<file path="src/rtl/perf_pkg.sv">
// rtl/perf_pkg.sv - shared constants and types for the performance-counter CSR block
package perf_pkg;

    localparam int CSR_DW = 32;

    localparam logic [2:0] ADDR_CTRL       = 3'd0;
    localparam logic [2:0] ADDR_STATUS     = 3'd1;
    localparam logic [2:0] ADDR_TOTAL      = 3'd2;
    localparam logic [2:0] ADDR_ACTIVE     = 3'd3;
    localparam logic [2:0] ADDR_IDLE       = 3'd4;
    localparam logic [2:0] ADDR_RUNS       = 3'd5;
    localparam logic [2:0] ADDR_ACC_ACTIVE = 3'd6;
    localparam logic [2:0] ADDR_RSVD       = 3'd7;

    localparam int CTRL_IRQ_EN  = 0;
    localparam int CTRL_ACC_CLR = 1;
    localparam int STAT_VALID   = 0;
    localparam int STAT_OVERRUN = 1;

    typedef enum logic {
        BUS_IDLE = 1'b0,
        BUS_RESP = 1'b1
    } bus_state_t;

endpackage

</file>
<file path="src/rtl/perf_csr.sv">
// rtl/perf_csr.sv - CSR front-end capturing performance-monitor results with run accumulation
module perf_csr
    import perf_pkg::*;
#(
    parameter int COUNTER_WIDTH = 32,
    parameter int RUNS_WIDTH    = 16
) (
    input  logic                     clk,
    input  logic                     rst_n,
    input  logic                     meas_done,
    input  logic [COUNTER_WIDTH-1:0] total_in,
    input  logic [COUNTER_WIDTH-1:0] active_in,
    input  logic [COUNTER_WIDTH-1:0] idle_in,
    input  logic                     csr_req,
    input  logic                     csr_we,
    input  logic [2:0]               csr_addr,
    input  logic [31:0]              csr_wdata,
    output logic                     csr_ack,
    output logic [31:0]              csr_rdata,
    output logic                     csr_err,
    output logic                     irq
);

    bus_state_t state_q, state_d;

    logic                  irq_en_q;
    logic                  valid_q;
    logic                  overrun_q;
    logic [CSR_DW-1:0]     total_q;
    logic [CSR_DW-1:0]     active_q;
    logic [CSR_DW-1:0]     idle_q;
    logic [RUNS_WIDTH-1:0] runs_q;
    logic [CSR_DW-1:0]     acc_q;
    logic [CSR_DW-1:0]     rdata_q;
    logic                  err_q;

    logic                  sample;
    logic                  addr_err;
    logic                  wr_ctrl;
    logic                  wr_stat;
    logic                  acc_clr;
    logic                  w1c_valid;
    logic                  w1c_overrun;
    logic [CSR_DW-1:0]     rd_mux;
    logic [CSR_DW-1:0]     acc_base;
    logic [CSR_DW:0]       acc_sum;
    logic [CSR_DW-1:0]     acc_d;
    logic [RUNS_WIDTH-1:0] runs_base;
    logic [RUNS_WIDTH-1:0] runs_d;
    logic                  wdata_unused;

    assign wdata_unused = ^csr_wdata[31:2];

    // A request is only taken in IDLE; the ack cycle ignores csr_req.
    assign sample = (state_q == BUS_IDLE) && csr_req;

    always_comb begin
        state_d = state_q;
        case (state_q)
            BUS_IDLE: if (csr_req) state_d = BUS_RESP;
            BUS_RESP: state_d = BUS_IDLE;
            default:  state_d = BUS_IDLE;
        endcase
    end

    assign addr_err = (csr_addr == ADDR_RSVD) ||
                      (csr_we && (csr_addr != ADDR_CTRL) && (csr_addr != ADDR_STATUS));

    assign wr_ctrl     = sample && csr_we && (csr_addr == ADDR_CTRL);
    assign wr_stat     = sample && csr_we && (csr_addr == ADDR_STATUS);
    assign acc_clr     = wr_ctrl && csr_wdata[CTRL_ACC_CLR];
    assign w1c_valid   = wr_stat && csr_wdata[STAT_VALID];
    assign w1c_overrun = wr_stat && csr_wdata[STAT_OVERRUN];

    always_comb begin
        rd_mux = '0;
        case (csr_addr)
            ADDR_CTRL:       rd_mux[CTRL_IRQ_EN] = irq_en_q;
            ADDR_STATUS: begin
                rd_mux[STAT_VALID]   = valid_q;
                rd_mux[STAT_OVERRUN] = overrun_q;
            end
            ADDR_TOTAL:      rd_mux = total_q;
            ADDR_ACTIVE:     rd_mux = active_q;
            ADDR_IDLE:       rd_mux = idle_q;
            ADDR_RUNS:       rd_mux = CSR_DW'(runs_q);
            ADDR_ACC_ACTIVE: rd_mux = acc_q;
            default:         rd_mux = '0;
        endcase
    end

    // Clear is applied first so a coincident result starts a fresh run.
    always_comb begin
        acc_base  = acc_clr ? '0 : acc_q;
        acc_sum   = {1'b0, acc_base} + {1'b0, CSR_DW'(active_in)};
        acc_d     = acc_base;
        runs_base = acc_clr ? '0 : runs_q;
        runs_d    = runs_base;
        if (meas_done) begin
            acc_d  = acc_sum[CSR_DW] ? '1 : acc_sum[CSR_DW-1:0];
            runs_d = (&runs_base) ? runs_base : runs_base + RUNS_WIDTH'(1);
        end
    end

    always_ff @(posedge clk or negedge rst_n) begin
        if (!rst_n) begin
            state_q   <= BUS_IDLE;
            irq_en_q  <= 1'b0;
            valid_q   <= 1'b0;
            overrun_q <= 1'b0;
            total_q   <= '0;
            active_q  <= '0;
            idle_q    <= '0;
            runs_q    <= '0;
            acc_q     <= '0;
            rdata_q   <= '0;
            err_q     <= 1'b0;
            irq       <= 1'b0;
        end else begin
            state_q <= state_d;
            if (sample) begin
                rdata_q <= (csr_we || addr_err) ? '0 : rd_mux;
                err_q   <= addr_err;
            end
            if (wr_ctrl) irq_en_q <= csr_wdata[CTRL_IRQ_EN];
            // Result arrival takes priority over a coincident write-1-to-clear.
            valid_q   <= meas_done ? 1'b1 : (w1c_valid ? 1'b0 : valid_q);
            overrun_q <= (meas_done && valid_q) ? 1'b1 : (w1c_overrun ? 1'b0 : overrun_q);
            if (meas_done) begin
                total_q  <= CSR_DW'(total_in);
                active_q <= CSR_DW'(active_in);
                idle_q   <= CSR_DW'(idle_in);
            end
            runs_q <= runs_d;
            acc_q  <= acc_d;
            irq    <= irq_en_q & valid_q;
        end
    end

    assign csr_ack   = (state_q == BUS_RESP);
    assign csr_rdata = csr_ack ? rdata_q : '0;
    assign csr_err   = csr_ack && err_q;

endmodule

</file>
<file path="config.mk">
export PLATFORM = sky130hd
export DESIGN_NAME = perf_csr
export DESIGN_NICKNAME = d
export VERILOG_FILES = /design/src/rtl/perf_pkg.sv /design/src/rtl/perf_csr.sv
export SDC_FILE = /design/constraint.sdc
export NUM_CORES = 1
export LEC_CHECK = 0
export CORE_ASPECT_RATIO = 1.4
export CORE_MARGIN = 2
export CORE_UTILIZATION = 49
export DETAILED_ROUTE_END_ITERATION = 8
export PLACE_DENSITY = 0.74
export SYNTH_ARGS = -nofsm -noshare
export SYNTH_HDL_FRONTEND = slang
export SYNTH_SLANG_ARGS = --single-unit
</file>
<file path="constraint.sdc">
create_clock -name clk -period 5.68 [get_ports clk]
set_input_delay 1.136 -clock clk [delete_from_list [all_inputs] [get_ports clk]]
set_output_delay 1.136 -clock clk [all_outputs]
set_load 0.02 [all_outputs]
</file>
# == Word level (Yosys, flattened, before mapping) ==
# Cells that the tools add are included.
# classes
add_sub_neg,2
bitwise_logic,2
n_reduce_logical,18
eq_ne,8
n_mux,17
# ops
operator,n
2-to-1 mux 32 bit,5
case mux 30 bit (5 select lines),1
2-to-1 mux 16 bit,3
adder 32 x 32 -> 33 bit,1
adder 16 x 1 -> 16 bit (second input constant),1
AND reduction 16 bit,1
equality test 3 bit (second input constant),4
logical AND 1 bit,11
case mux 1 bit (7 select lines),1
equality test 3 x 2 -> 1 bit (second input constant),2
case mux 1 bit (6 select lines),1
2-to-1 mux 1 bit,5
nonzero test 2 bit,2
equality test 3 x 1 -> 1 bit (second input constant),1
zero test 3 bit,1
!= test 3 x 1 -> 1 bit (second input constant),1
nonzero test 3 bit,1
logical OR 1 bit,2
case mux 1 bit (2 select lines),1
AND 1 bit,1
NOT 1 bit,1
# word_totals
word_cells,59
register_bits,182
in_bits,136
out_inout_bits,35

# == Longest topological paths before layout ==
# depth
depth_word,9
depth_mapped,17
depth_no_buf,13

# == Worst setup path before layout ==
# No wires, ideal clock.
# synth_timing
kind,input to register
from,in csr_addr[2]
to,reg acc_q[29]
arrival_time_ps,4807
n_path_buf,4
setup_time_ps,134
cell_stages,17
path_slack_ps,740
required_ps,5546
path_cell_list,buf_2 > nor4b_2 > nand4b_1 > clkbuf_1 > clkbuf_1 > and2_1 > ha_1 > fa_1 > a211oi_1 > o311a_1 > o32ai_4 > o2bb2ai_2 > a32o_2 > a41oi_4 > o21a_4 > buf_6 > a31oi_2
# synth_between
elab_chain_cells,7
# synth_lines
item,line,rtl
"start, declared",perf_csr.sv:16,"input logic [2:0] csr_addr,"
zero test 3 bit *,perf_csr.sv:69,assign wr_ctrl = sample && csr_we && (csr_addr == ADDR_CTRL);
logical AND 1 bit *,perf_csr.sv:69,
logical AND 1 bit *,perf_csr.sv:71,assign acc_clr = wr_ctrl && csr_wdata[CTRL_ACC_CLR];
2-to-1 mux 32 bit *,perf_csr.sv:94,acc_base = acc_clr ? '0 : acc_q;
adder 32 x 32 -> 33 bit,perf_csr.sv:95,"acc_sum = {1'b0, acc_base} + {1'b0, CSR_DW'(active_in)};"
2-to-1 mux 32 bit,perf_csr.sv:100,acc_d = acc_sum[CSR_DW] ? '1 : acc_sum[CSR_DW-1:0];
2-to-1 mux 32 bit *,perf_csr.sv:99,if (meas_done) begin
net acc_d[29],perf_csr.sv:47,logic [CSR_DW-1:0] acc_d;
"end signal, assigned",perf_csr.sv:115,acc_q <= '0;
"end signal, assigned",perf_csr.sv:135,acc_q <= acc_d;
"end, declared",perf_csr.sv:33,logic [CSR_DW-1:0] acc_q;
# The timed path passes the listed nets; every way through them passes the cells marked *.
# A chain may end at the register's enable or synchronous reset.

# == Worst setup path after layout ==
# Same ends and word-level chain as after synthesis.

==> reports/summary.txt <==
status - complete, no violations
final setup vio count - 0
routing usage on met3 - 0.0361
Setup WS pre-CTS - 0.278 ns
die height - 175 um
reg2reg end - acc_q[29]$_DFF_PN0_
CTS Buf Count - 17
Initial Utilization - 0.500
PnR worst setup slack - 0.738 ns
LEAKAGE - 5.07 nW
beginning of the worst hold path - rdata_q[5]$_DFFE_PN0N_
WP buf/inv - 3
PD cells - 370 nW/um2
overall power - 0.00461 W
hpwl dp - 17400 um
Final Hold Vio Count - 0
Startpoint Class - input pin
CP arrival - 5.25 ns
Crit. End Element - flip-flop
Netlist cell types - 59
DRT Pass-1 Iters - 5
initial antenna violation count - 0
chip width - 126 um
YS warnings - 0
Critical Path RT - 5.99 ns
Final Net Count - 1210
minimum clock period - 4.94 ns
WS Path Type - in2reg
die area - 22100 um2
number of diodes - 0
share of cells above drive strength 1 - 0.196
Clock Latency Late Sink - 0.44 ns
post-CTS sizing - 0
CP delay by family, top - compound AO/OA/AOI/OAI gates
largest net degree at the start of global routing - 89
met2 Use GR - 0.426
critical path's slowest cell - fa_1
synthesis-stage register bit count - 182
crit path from - csr_addr[2]
Netlist Area Pre-Place - 10200 um2
first-pass GRT wire length - 40800 um
# IOs - 171
CTS Buffer Depth - 2
Hold-fix buffers, CTS - 0
r2r startpoint - csr_ack$_DFF_PN0_
GPL Wtd Cong - 0.916
Tcrit/Tclk final - 0.870
r2r setup slk - 1.51 ns
Vias - 7686
ys async rst share - 1.00
Seq. cell area - 4550 um2
row count - 62
Worst-path clk slew - 0.07 ns
most common cell in the netlist - dfrtp_1
Layout area overhead - 21.6%
Top Usage Layer GRT - met2
FMAX - 0.202 GHz
Remaining DRCs - 0
vias in the first global route - 7925
CTS Root Cell - clkbuf_16
Worst Tran Pin Value - 1.23 ns
hold path cells - 2
Synth Instances - 922
Total Routing Usage GR - 0.234
Clock Sinks - 182
Setup Fix Bufs, Post-CTS - 0
cell depth of the worst flop-to-flop path - 14
post-synth top area share - 0.445
Rel. slew slack - 0.176
Hold Crit Class - reg2reg
routed vias/inst - 5.87
max-slew violation count - 0
footprint of the multi-input gates - 5370 um2
Max FO, Critical Path - 23
Max H-tree Level - 4
RSZ-0062 raised after global routing - false
PortBufs - 140
Max Clock Skew - 0.0136 ns
max_cap viols - 0
routed len/inst - 19.2 um
area leader, netlist - dfrtp_1
main flop type after synthesis - dfrtp_1
Hold Path End - rdata_q[5]$_DFFE_PN0N_
sequential cell area fraction in the yosys report - 0.445
CP max stage delay - 0.46 ns
Detail Route Antenna Nets - 0
CP cell instances - clkdlybuf4s50_1 > nor4b_2 > nand4b_1 > buf_4 > and2_1 > fa_1 > a211oi_1 > o311a_1 > o32ai_4 > o2bb2ai_2 > a32o_2 > a41oi_4 > o21a_4 > buf_12 > a31oi_2
Synthesized Nets - 1092
CTS tree - built
Setup TNS Final - 0 ns
M1 GR Usage - 0.279
Fillers - 1738
final wirelength - 25100 um
commonest cells in the netlist - dfrtp_1 (182), mux2_2 (114), and2_1 (72)
Peak VDD IR - 0.244 mV
EDFF count, synth - 0
Core Box Area - 20500 um2
initial DRC count - 525
top post-synthesis cells by area - dfrtp_1 (45%), mux2_2 (13%), and2_1 (4.4%), ha_1 (4.0%), a2bb2oi_2 (4.0%)
Syn Area/Cell - 11.1 um2
GR Overflow Total - 0
[state kept, by name, indices dropped and copies added (netlist names)]
register and cells:
overrun_q 1, err_q 1, irq_en_q 1, runs_q 16, active_q 32, valid_q 1, irq 1, idle_q 32
acc_q 32, csr_ack 1, rdata_q 32, total_q 32
[kinds of logic (layout without fill, tap and decap cells)]
kind of cell / count (synthesis) / after routing / share of synthesized area
AOI/OAI and AO/OA: 224 / 224 / 0.179
xor gates and xnor gates: 34 / 34 / 0.0291
and+or+nand+nor: 224 / 224 / 0.113
muxes: 149 / 149 / 0.161
adders and majority gates: 34 / 34 / 0.0423
DFF: 182 / 182 / 0.445
buffers and inverters: 75 / 206 / 0.0301
[routing by layer]
layer	share of wire	up-vias	wire, um
met5	0	-	0
met4	0.025	0	633
met3	0.038	44	959
met2	0.54	198	13700
met1	0.39	3795	9870
li1	-	3649	-
[tightest hold or removal path, stage by stage, from the launching register on]
cell and delay [ns]:
dfrtp_1 0.34, nand2_1 0.05, o21ai_0 0.06
[power by group]
part	internal, W	total, W	switching, W
Clock	0.000638	0.00120	0.000563
Sequential	0.00151	0.00164	0.000126
Combinational	0.000826	0.00177	0.000944
Total	0.00297	0.00461	0.00163
[layout by cell type (no fill, tap or decap), types with 7 or more instances in the layout]
cell type	instances
dfrtp_1	182
clkdlybuf4s50_1	137
mux2_2	114
and2_1	72
nand2_1	46
nor2_1	41
o21ai_0	35
mux2i_1	34
a21oi_1	33
ha_1	33
a22o_1	31
a2bb2oi_2	27
xnor2_1	23
inv_1	18
o22ai_1	18
clkbuf_16	17
nor3_1	16
buf_4	15
nand3_1	14
a222oi_1	14
a21o_1	11
xor2_1	11
nand2b_1	7
o21ai_1	7
[final cells by class]
cell class              count  area share
inverters                  18     0.00543
clock buffers              18      0.0353
repair buffers            156       0.123
flip-flops and latches    182       0.366
clock inverters            14      0.0129
multi-input cells         665       0.432
well taps                 256      0.0257
[worst max path at each step]
| stage | cells past startpoint | endpoint |
|---|---|---|
| final | 15 | acc_q[29]$_DFF_PN0_ |
| after global routing | 14 | acc_q[29]$_DFF_PN0_ |
| after CTS | 15 | acc_q[29]$_DFF_PN0_ |
| after detailed placement | 15 | acc_q[28]$_DFF_PN0_ |
| after global placement | 15 | acc_q[29]$_DFF_PN0_ |
| after floorplan | 17 | acc_q[29]$_DFF_PN0_ |
[metrics by stage]
| stage | cells | utilization | hold WS, ns | area, um2 |
|---|---|---|---|---|
| after global routing | 1309 | 0.608 | 0.503 | 12400 |
| after CTS | 1309 | 0.608 | 0.480 | 12400 |
| after floorplan | 922 | - | 0.442 | 10200 |
| final | 1309 | 0.608 | 0.475 | 12400 |
| after detailed placement | 1277 | 0.578 | 0.463 | 11800 |
| after global placement | 1277 | 0.578 | 0.456 | 11800 |
No activity file was read; power rests on OpenSTA's default activity.
